**src/rtl/pc_sequencer_if.sv**
```systemverilog
// Fetch/decode bus for pc_sequencer: instruction-memory req/gnt/rvalid port,
// decode valid/ready port, execute-stage control-transfer inputs and status.
interface pc_sequencer_if;
  logic        imem_req;
  logic [31:0] imem_addr;
  logic        imem_gnt;
  logic        imem_rvalid;
  logic [31:0] imem_rdata;
  logic        inst_valid;
  logic [31:0] inst;
  logic [31:0] inst_pc;
  logic        inst_ready;
  logic        is_branch;
  logic        is_jump;
  logic        take_branch;
  logic [31:0] target;
  logic        misaligned_trap;
  logic [63:0] instret;

  // Sequencer side.
  modport master (
    output imem_req, imem_addr, inst_valid, inst, inst_pc, misaligned_trap, instret,
    input  imem_gnt, imem_rvalid, imem_rdata, inst_ready, is_branch, is_jump,
    input  take_branch, target
  );

  // Memory / decode / execute side.
  modport slave (
    input  imem_req, imem_addr, inst_valid, inst, inst_pc, misaligned_trap, instret,
    output imem_gnt, imem_rvalid, imem_rdata, inst_ready, is_branch, is_jump,
    output take_branch, target
  );
endinterface

```
**src/rtl/pc_sequencer.sv**
```systemverilog
// Fetch-side sequencer: owns the PC, fetches one instruction at a time over a
// req/gnt/rvalid port, holds it for decode/execute until retired, then picks
// the next PC (sequential, branch/jump target, or trap vector on a misaligned
// target) and counts retired instructions.
module pc_sequencer #(
  parameter logic [31:0] RESET_PC    = 32'h0040_0000,
  parameter logic [31:0] TRAP_VECTOR = 32'h0040_1000
) (
  input  logic            clock,
  input  logic            reset_n,
  pc_sequencer_if.master  bus
);

  typedef enum logic [1:0] {
    ST_REQ  = 2'd0,
    ST_WAIT = 2'd1,
    ST_HOLD = 2'd2
  } state_t;

  state_t      state;
  logic [31:0] pc;

  logic        retire;
  logic        redirect;
  logic        bad_target;
  logic [31:0] seq_pc;
  logic [31:0] next_pc;

  // The fetch address is the architectural PC; it only changes at retire,
  // so it is stable for the whole time imem_req is high.
  assign bus.imem_addr = pc;

  // Next-PC selection; control inputs only matter when retire is high.
  always_comb begin
    retire     = bus.inst_valid & bus.inst_ready;
    redirect   = bus.is_jump | (bus.is_branch & bus.take_branch);
    bad_target = redirect & (bus.target[1:0] != 2'b00);
    seq_pc     = bus.inst_pc + 32'd4;
    next_pc    = seq_pc;
    if (redirect) begin
      next_pc = bus.target;
    end
    if (bad_target) begin
      next_pc = TRAP_VECTOR;
    end
  end

  // Fetch/hold state machine with registered handshake and status outputs.
  // In REQ, imem_req is raised one cycle after entry from reset, so the first
  // request follows reset release by a cycle and gnt is only honoured while
  // the request is actually on the bus; entry from retire raises it at once.
  always_ff @(posedge clock or negedge reset_n) begin
    if (!reset_n) begin
      state               <= ST_REQ;
      pc                  <= RESET_PC;
      bus.imem_req        <= 1'b0;
      bus.inst_valid      <= 1'b0;
      bus.inst            <= '0;
      bus.inst_pc         <= '0;
      bus.misaligned_trap <= 1'b0;
      bus.instret         <= '0;
    end else begin
      bus.misaligned_trap <= 1'b0;
      unique case (state)
        ST_REQ: begin
          if (!bus.imem_req) begin
            bus.imem_req <= 1'b1;
          end else if (bus.imem_gnt) begin
            bus.imem_req <= 1'b0;
            state        <= ST_WAIT;
          end
        end
        ST_WAIT: begin
          if (bus.imem_rvalid) begin
            bus.inst       <= bus.imem_rdata;
            bus.inst_pc    <= pc;
            bus.inst_valid <= 1'b1;
            state          <= ST_HOLD;
          end
        end
        ST_HOLD: begin
          if (retire) begin
            pc                  <= next_pc;
            bus.misaligned_trap <= bad_target;
            bus.instret         <= bus.instret + 64'd1;
            bus.inst_valid      <= 1'b0;
            bus.imem_req        <= 1'b1;
            state               <= ST_REQ;
          end
        end
        default: begin
          state <= ST_REQ;
        end
      endcase
    end
  end

endmodule

```
**src/flat_wrapper.sv**
```systemverilog
// flat-port wrapper written by rule: the top's interface ports become plain ports
module pc_sequencer_flat 
#(
  parameter logic [31:0] RESET_PC    = 32'h0040_0000,
  parameter logic [31:0] TRAP_VECTOR = 32'h0040_1000
)
  (clock, reset_n, bus_imem_req, bus_imem_addr, bus_inst_valid, bus_inst, bus_inst_pc, bus_misaligned_trap, bus_instret, bus_imem_gnt, bus_imem_rvalid, bus_imem_rdata, bus_inst_ready, bus_is_branch, bus_is_jump, bus_take_branch, bus_target);
  pc_sequencer_if bus_i ();
  input  logic clock;
  input  logic reset_n;
  output wire logic [$bits(bus_i.imem_req)-1:0] bus_imem_req;
  output wire logic [$bits(bus_i.imem_addr)-1:0] bus_imem_addr;
  output wire logic [$bits(bus_i.inst_valid)-1:0] bus_inst_valid;
  output wire logic [$bits(bus_i.inst)-1:0] bus_inst;
  output wire logic [$bits(bus_i.inst_pc)-1:0] bus_inst_pc;
  output wire logic [$bits(bus_i.misaligned_trap)-1:0] bus_misaligned_trap;
  output wire logic [$bits(bus_i.instret)-1:0] bus_instret;
  input wire logic [$bits(bus_i.imem_gnt)-1:0] bus_imem_gnt;
  input wire logic [$bits(bus_i.imem_rvalid)-1:0] bus_imem_rvalid;
  input wire logic [$bits(bus_i.imem_rdata)-1:0] bus_imem_rdata;
  input wire logic [$bits(bus_i.inst_ready)-1:0] bus_inst_ready;
  input wire logic [$bits(bus_i.is_branch)-1:0] bus_is_branch;
  input wire logic [$bits(bus_i.is_jump)-1:0] bus_is_jump;
  input wire logic [$bits(bus_i.take_branch)-1:0] bus_take_branch;
  input wire logic [$bits(bus_i.target)-1:0] bus_target;
  assign bus_imem_req = bus_i.imem_req;
  assign bus_imem_addr = bus_i.imem_addr;
  assign bus_inst_valid = bus_i.inst_valid;
  assign bus_inst = bus_i.inst;
  assign bus_inst_pc = bus_i.inst_pc;
  assign bus_misaligned_trap = bus_i.misaligned_trap;
  assign bus_instret = bus_i.instret;
  assign bus_i.imem_gnt = bus_imem_gnt;
  assign bus_i.imem_rvalid = bus_imem_rvalid;
  assign bus_i.imem_rdata = bus_imem_rdata;
  assign bus_i.inst_ready = bus_inst_ready;
  assign bus_i.is_branch = bus_is_branch;
  assign bus_i.is_jump = bus_is_jump;
  assign bus_i.take_branch = bus_take_branch;
  assign bus_i.target = bus_target;
  pc_sequencer #(.RESET_PC(RESET_PC), .TRAP_VECTOR(TRAP_VECTOR)) u_core (.clock(clock), .reset_n(reset_n), .bus(bus_i));
endmodule
```
**config.mk**
```make
export PLATFORM = sky130hd
export DESIGN_NAME = pc_sequencer_flat
export DESIGN_NICKNAME = d
export VERILOG_FILES = /design/src/rtl/pc_sequencer_if.sv /design/src/rtl/pc_sequencer.sv /design/src/flat_wrapper.sv
export SDC_FILE = /design/constraint.sdc
export NUM_CORES = 1
export LEC_CHECK = 0
export CAP_MARGIN = 0
export CORE_MARGIN = 2
export CORE_UTILIZATION = 45
export CTS_CLUSTER_SIZE = 25
export DETAILED_ROUTE_END_ITERATION = 8
export GPL_ROUTABILITY_DRIVEN = 0
export PLACE_DENSITY = 0.76
export SLEW_MARGIN = 20
export SYNTH_ARGS = -nofsm -noshare
export SYNTH_HDL_FRONTEND = slang
export SYNTH_SLANG_ARGS = --single-unit
```
**constraint.sdc**
```tcl
create_clock -name clock -period 6.8 [get_ports clock]
set_input_delay 1.36 -clock clock [delete_from_list [all_inputs] [get_ports clock]]
set_output_delay 1.36 -clock clock [all_outputs]
set_load 0.005 [all_outputs]
```
### Yosys cells after proc, flatten, opt, wreduce, memory -nomap -nowiden

Index checks and enable logic that the tools add are counted.

* flip-flop bits (word level): 165
* output and inout port bits: 163
* word-level logic and storage cells: 45

* add/sub/neg operators: 2
* eq/ne operators: 6
* muxes and demuxes: 16
* bitwise gates (word level): 4
* reductions and logical operators: 9

Operators by type and width (count)
* adder 64 x 1 -> 64 bit (second input constant): 1
* 2-to-1 mux 32 bit: 2
* adder 32 x 3 -> 32 bit (second input constant): 1
* 2-to-1 mux 2 bit: 4
* 2-to-1 mux 1 bit: 7
* case mux 2 bit (3 select lines): 1
* AND reduction 2 bit: 3
* nonzero test 2 bit: 3
* != test 2 x 1 -> 1 bit (second input constant): 2
* != test 2 bit (second input constant): 2
* case mux 1 bit (2 select lines): 2
* AND reduction 4 bit: 1
* AND 1 bit: 3
* AND reduction 3 bit: 1
* == test 2 x 1 -> 1 bit (second input constant): 1
* == test 2 bit (second input constant): 1
* logical NOT 2 bit: 1
* OR 1 bit: 1

### Depth between registers and ports, before layout

* depth in word-level cells: 5
* gate-level depth with buffers: 7
* mapped depth without buffers: 6

### Worst setup path after synthesis

OpenSTA, ideal clock, no wires.

* kind: in2reg
* start: in bus_inst_ready
* end: reg u_core.bus.instret[24]
* library setup time: 0.125 ns
* arrival: 3.069 ns
* data required time: 6.675 ns
* setup slack: 3.606 ns
* stages: 6
* path buffers: 1
* path through: nand4b_1 or4_1 buf_2 or3_4 or4_4 xnor2_2

* longest elaborated chain between the ends: 2

RTL lines
* from (decl): line flat_wrapper.sv:21 `input wire logic [$bits(bus_i.inst_ready)-1:0] bus_inst_ready;`
* AND 1 bit: line pc_sequencer.sv:35 `retire = bus.inst_valid & bus.inst_ready;`
* AND reduction 2 bit (no source line)
* to (signal assigned): line pc_sequencer.sv:85 `bus.instret <= bus.instret + 64'd1;`
* to (decl): line pc_sequencer_if.sv:22 `output imem_req, imem_addr, inst_valid, inst, inst_pc, misaligned_trap, instret,`

No other way between the ends.
A chain may end at the register's enable or synchronous reset.

### Worst setup path after layout

* start: in bus_inst_ready
* end: reg u_core.bus.instret[40]

Same word-level chain as after synthesis.

==> results.sh <==
export IMPL_clock_path_buffers=2
export IMPL_yosys_warnings=0
export IMPL_synth_edff_count=0
export IMPL_cp_cell_sequence="clkdlybuf4s50_1, nand4b_1, or4_1, nand4bb_1, nor4_1, xor2_1"
export IMPL_cts_clk_slew_worst_paths_ns=0.06
export IMPL_hp_class="register to register"
export IMPL_critPathCaptureType="register"
export IMPL_synth_top_family_by_area="simple AND/OR/NAND/NOR gates"
export IMPL_finalInstanceArea_sq_mm=0.0106
export IMPL_final_max_slew_violation_count=0
export IMPL_synth_simple_gate_area_share_pct=17.6
export IMPL_synth_xor_area_share_pct=10.6
export IMPL_drc=0
export IMPL_synth_adder_area_share_pct=0.336
export IMPL_fin_ws_ns=3.14
export IMPL_cap_violations=0
export IMPL_total_power_mw=3.80
export IMPL_worstSetupPathType="input pin to register"
export IMPL_p_per_area_mw_per_mm2=358
export IMPL_insertion_delay_ns=0.42
export IMPL_cts_resized=0
export IMPL_min_period_ns=3.66
export IMPL_dp_hpwl_mm=14.1
export IMPL_yosysMostFrequentCell="dfrtp_1"
export IMPL_crit_required_ns=7.15
export IMPL_grt_pass1_vias=6069
export IMPL_vias=6078
export IMPL_async_flop_share_pct=100
export IMPL_synth_mux_area_share_pct=9.95
export IMPL_post_drt_wl_per_cell_microns=17.7
export IMPL_grt_overflow_total=0
export IMPL_area_growth_pct=42.5
export IMPL_drive_gt1_share_pct=12.1
export IMPL_fin_nets=969
export IMPL_critical_path_max_stage_delay_ns=0.69
export IMPL_syn_inst=664
export IMPL_portBuffers=234
export IMPL_post_route_period_util_pct=53.9
export IMPL_preCtsSetupSlack_ns=2.72
export IMPL_setup_viol=0
export IMPL_yosys_register_bits=165
export IMPL_yosys_top_cells_area="dfrtp_1 (55%), mux2_2 (9.8%), xnor2_1 (5.9%)"
export IMPL_outcome="finished clean"
export IMPL_die_area_sq_mm=0.0176
export IMPL_critical_path_startpoint_type="input pin"
export IMPL_die_h_microns=133
export IMPL_clock_sinks=165
export IMPL_die_x_microns=133
export IMPL_grt_pass1_wl_mm=32.1
export IMPL_cpLargestDelayFamily="simple AND/OR/NAND/NOR gates"
export IMPL_synth_seq_area_share_pct=55.4
export IMPL_crit_slowest_cell="or4_1"
export IMPL_antenna_found_initial=0
export IMPL_ir_drop_v=0.000201
export IMPL_cts_root_buf="clkbuf_16"
export IMPL_start_util_pct=45.4
export IMPL_leakagePower_nw=4.44
export IMPL_diodes=0
export IMPL_wirelength_mm=19.9
export IMPL_ant_nets=0
export IMPL_vias_per_cell=5.39
export IMPL_hold_viol=0
export IMPL_maxSlewHeadroom_pct=33.8
export IMPL_post_cts_buffers=0
export IMPL_coreArea_sq_mm=0.0164
export IMPL_io_pins=235
export IMPL_synth_compound_area_share_pct=4.43
export IMPL_dr_pass1_iters=4
export IMPL_finalSetupTns_ns=0
export IMPL_synth_distinct_cells=41
export IMPL_crit_buf_inv=1
export IMPL_cts_buffers=17
export IMPL_yosysTopAreaCellShare_pct=55.0
export IMPL_placed_area_sq_mm=0.0100
export IMPL_grt_setup_unrepaired="no"
export IMPL_tightest_slew_ns=0.993
export IMPL_synth_nets=738
export IMPL_syn_avg_cell_area_sq_um=11.2
export IMPL_cts_hold_buffers=0
export IMPL_h_tree_depth=4
export IMPL_fmax_ghz=0.273
export IMPL_synth_cells_most_frequent="dfrtp_1 (164), mux2_2 (65), nand2_1 (58)"
export IMPL_grt_use_total_pct=23.1
export IMPL_grt_max_degree=111
export IMPL_synth_main_ff_cell="dfrtp_1"
export IMPL_cp_max_fo=13
export IMPL_num_rows=47
export IMPL_cts_tree="built"
export IMPL_arrival_ns=4.02
export IMPL_yosys_area_top_type="dfrtp_1"
export IMPL_fin_skew_ns=0.00592
export IMPL_syn_area_sq_mm=0.00746
export IMPL_drt_first_iter_violations=314
-- registers in the layout (all words and copies together) (netlist names) --
register                    flops
u_core.bus.imem_req             1
u_core.bus.inst_pc             32
u_core.bus.instret             64
u_core.state                    2
u_core.bus.imem_addr           32
u_core.bus.inst_valid           1
u_core.bus.misaligned_trap      1
u_core.bus.inst                32
-- per-layer routing --
layer,vias to the layer above,share of wire [%],global-route usage (%)
li1,2816,-,-
met1,3000,43,31.1
met2,235,49,36.8
met3,27,6.8,5.82
met4,0,1.7,7.29
met5,-,0,0
-- final timing paths --
kind	start	endpoint	slack, ns	cells past startpoint
min	u_core.bus.instret[63]	u_core.bus.instret[63]	0.46	1
min in group asynchronous	reset_n	u_core.bus.instret[13]	1.05	1
max reg2reg	u_core.bus.instret[30]	u_core.bus.instret[57]	4.00	5
min reg2reg	u_core.bus.instret[63]	u_core.bus.instret[63]	0.46	1
max	bus_inst_ready	u_core.bus.instret[40]	3.14	6
max in group asynchronous	reset_n	u_core.bus.misaligned_trap	4.37	2
-- area by class of cell --
| class | count | area, sq um |
|---|---|---|
| Timing Repair Buffer | 240 | 2390 |
| Inverter | 6 | 22.5 |
| Clock buffer | 20 | 457 |
| Tap cell | 220 | 275 |
| Sequential cell | 165 | 4130 |
| Clock inverter | 11 | 150 |
| Fill cell | 1299 | 5780 |
| Multi-Input combinational cell | 465 | 3200 |
-- cells by family after synthesis --
logic type | Yosys count
buf+inv | 34
fa+ha+maj | 2
compound gates | 52
xor+xnor | 89
mux | 66
flops | 165
simple gates | 256
-- through the flow --
step	std cells	hold WS [ns]	util [%]
after floorplan	664	0.468	-
after detailed placement	1096	0.466	61.1
after global routing	1127	0.513	64.8
final	1127	0.465	64.8
after CTS	1127	0.475	64.8
after global placement	1096	0.462	61.1
-- power by group --
group          switching (mW)  leakage, nW  internal [mW]
clock network           0.397        0.293          0.597
registers               0.284         2.11           1.27
logic                   0.436         2.05          0.814
-- layout by cell type, fill, tap and decap left out, types with 2 or more instances in the layout --
cell type and count:
clkbuf_16 17, or2_2 2, clkdlybuf4s50_1 233, nand4_1 32
clkinvlp_4 2, buf_4 6, clkinv_4 2, and3_1 16
nor3_1 14, and4_1 12, o211ai_1 6, nand3b_1 3
a22o_1 2, o21ai_0 5, clkbuf_8 2, nor2_1 56
clkinv_2 2, ha_1 2, a31oi_1 6, a221oi_1 5
nor4_1 9, a21oi_1 14, xor2_1 38, mux2_2 65
dfrtp_1 164, o22ai_1 12, inv_1 6, or4_1 3
and2_1 2, bufinv_16 3, xnor2_1 50, nand2_1 58
inv_6 2, nand3_1 40
Power figures use the tool's default switching activity.
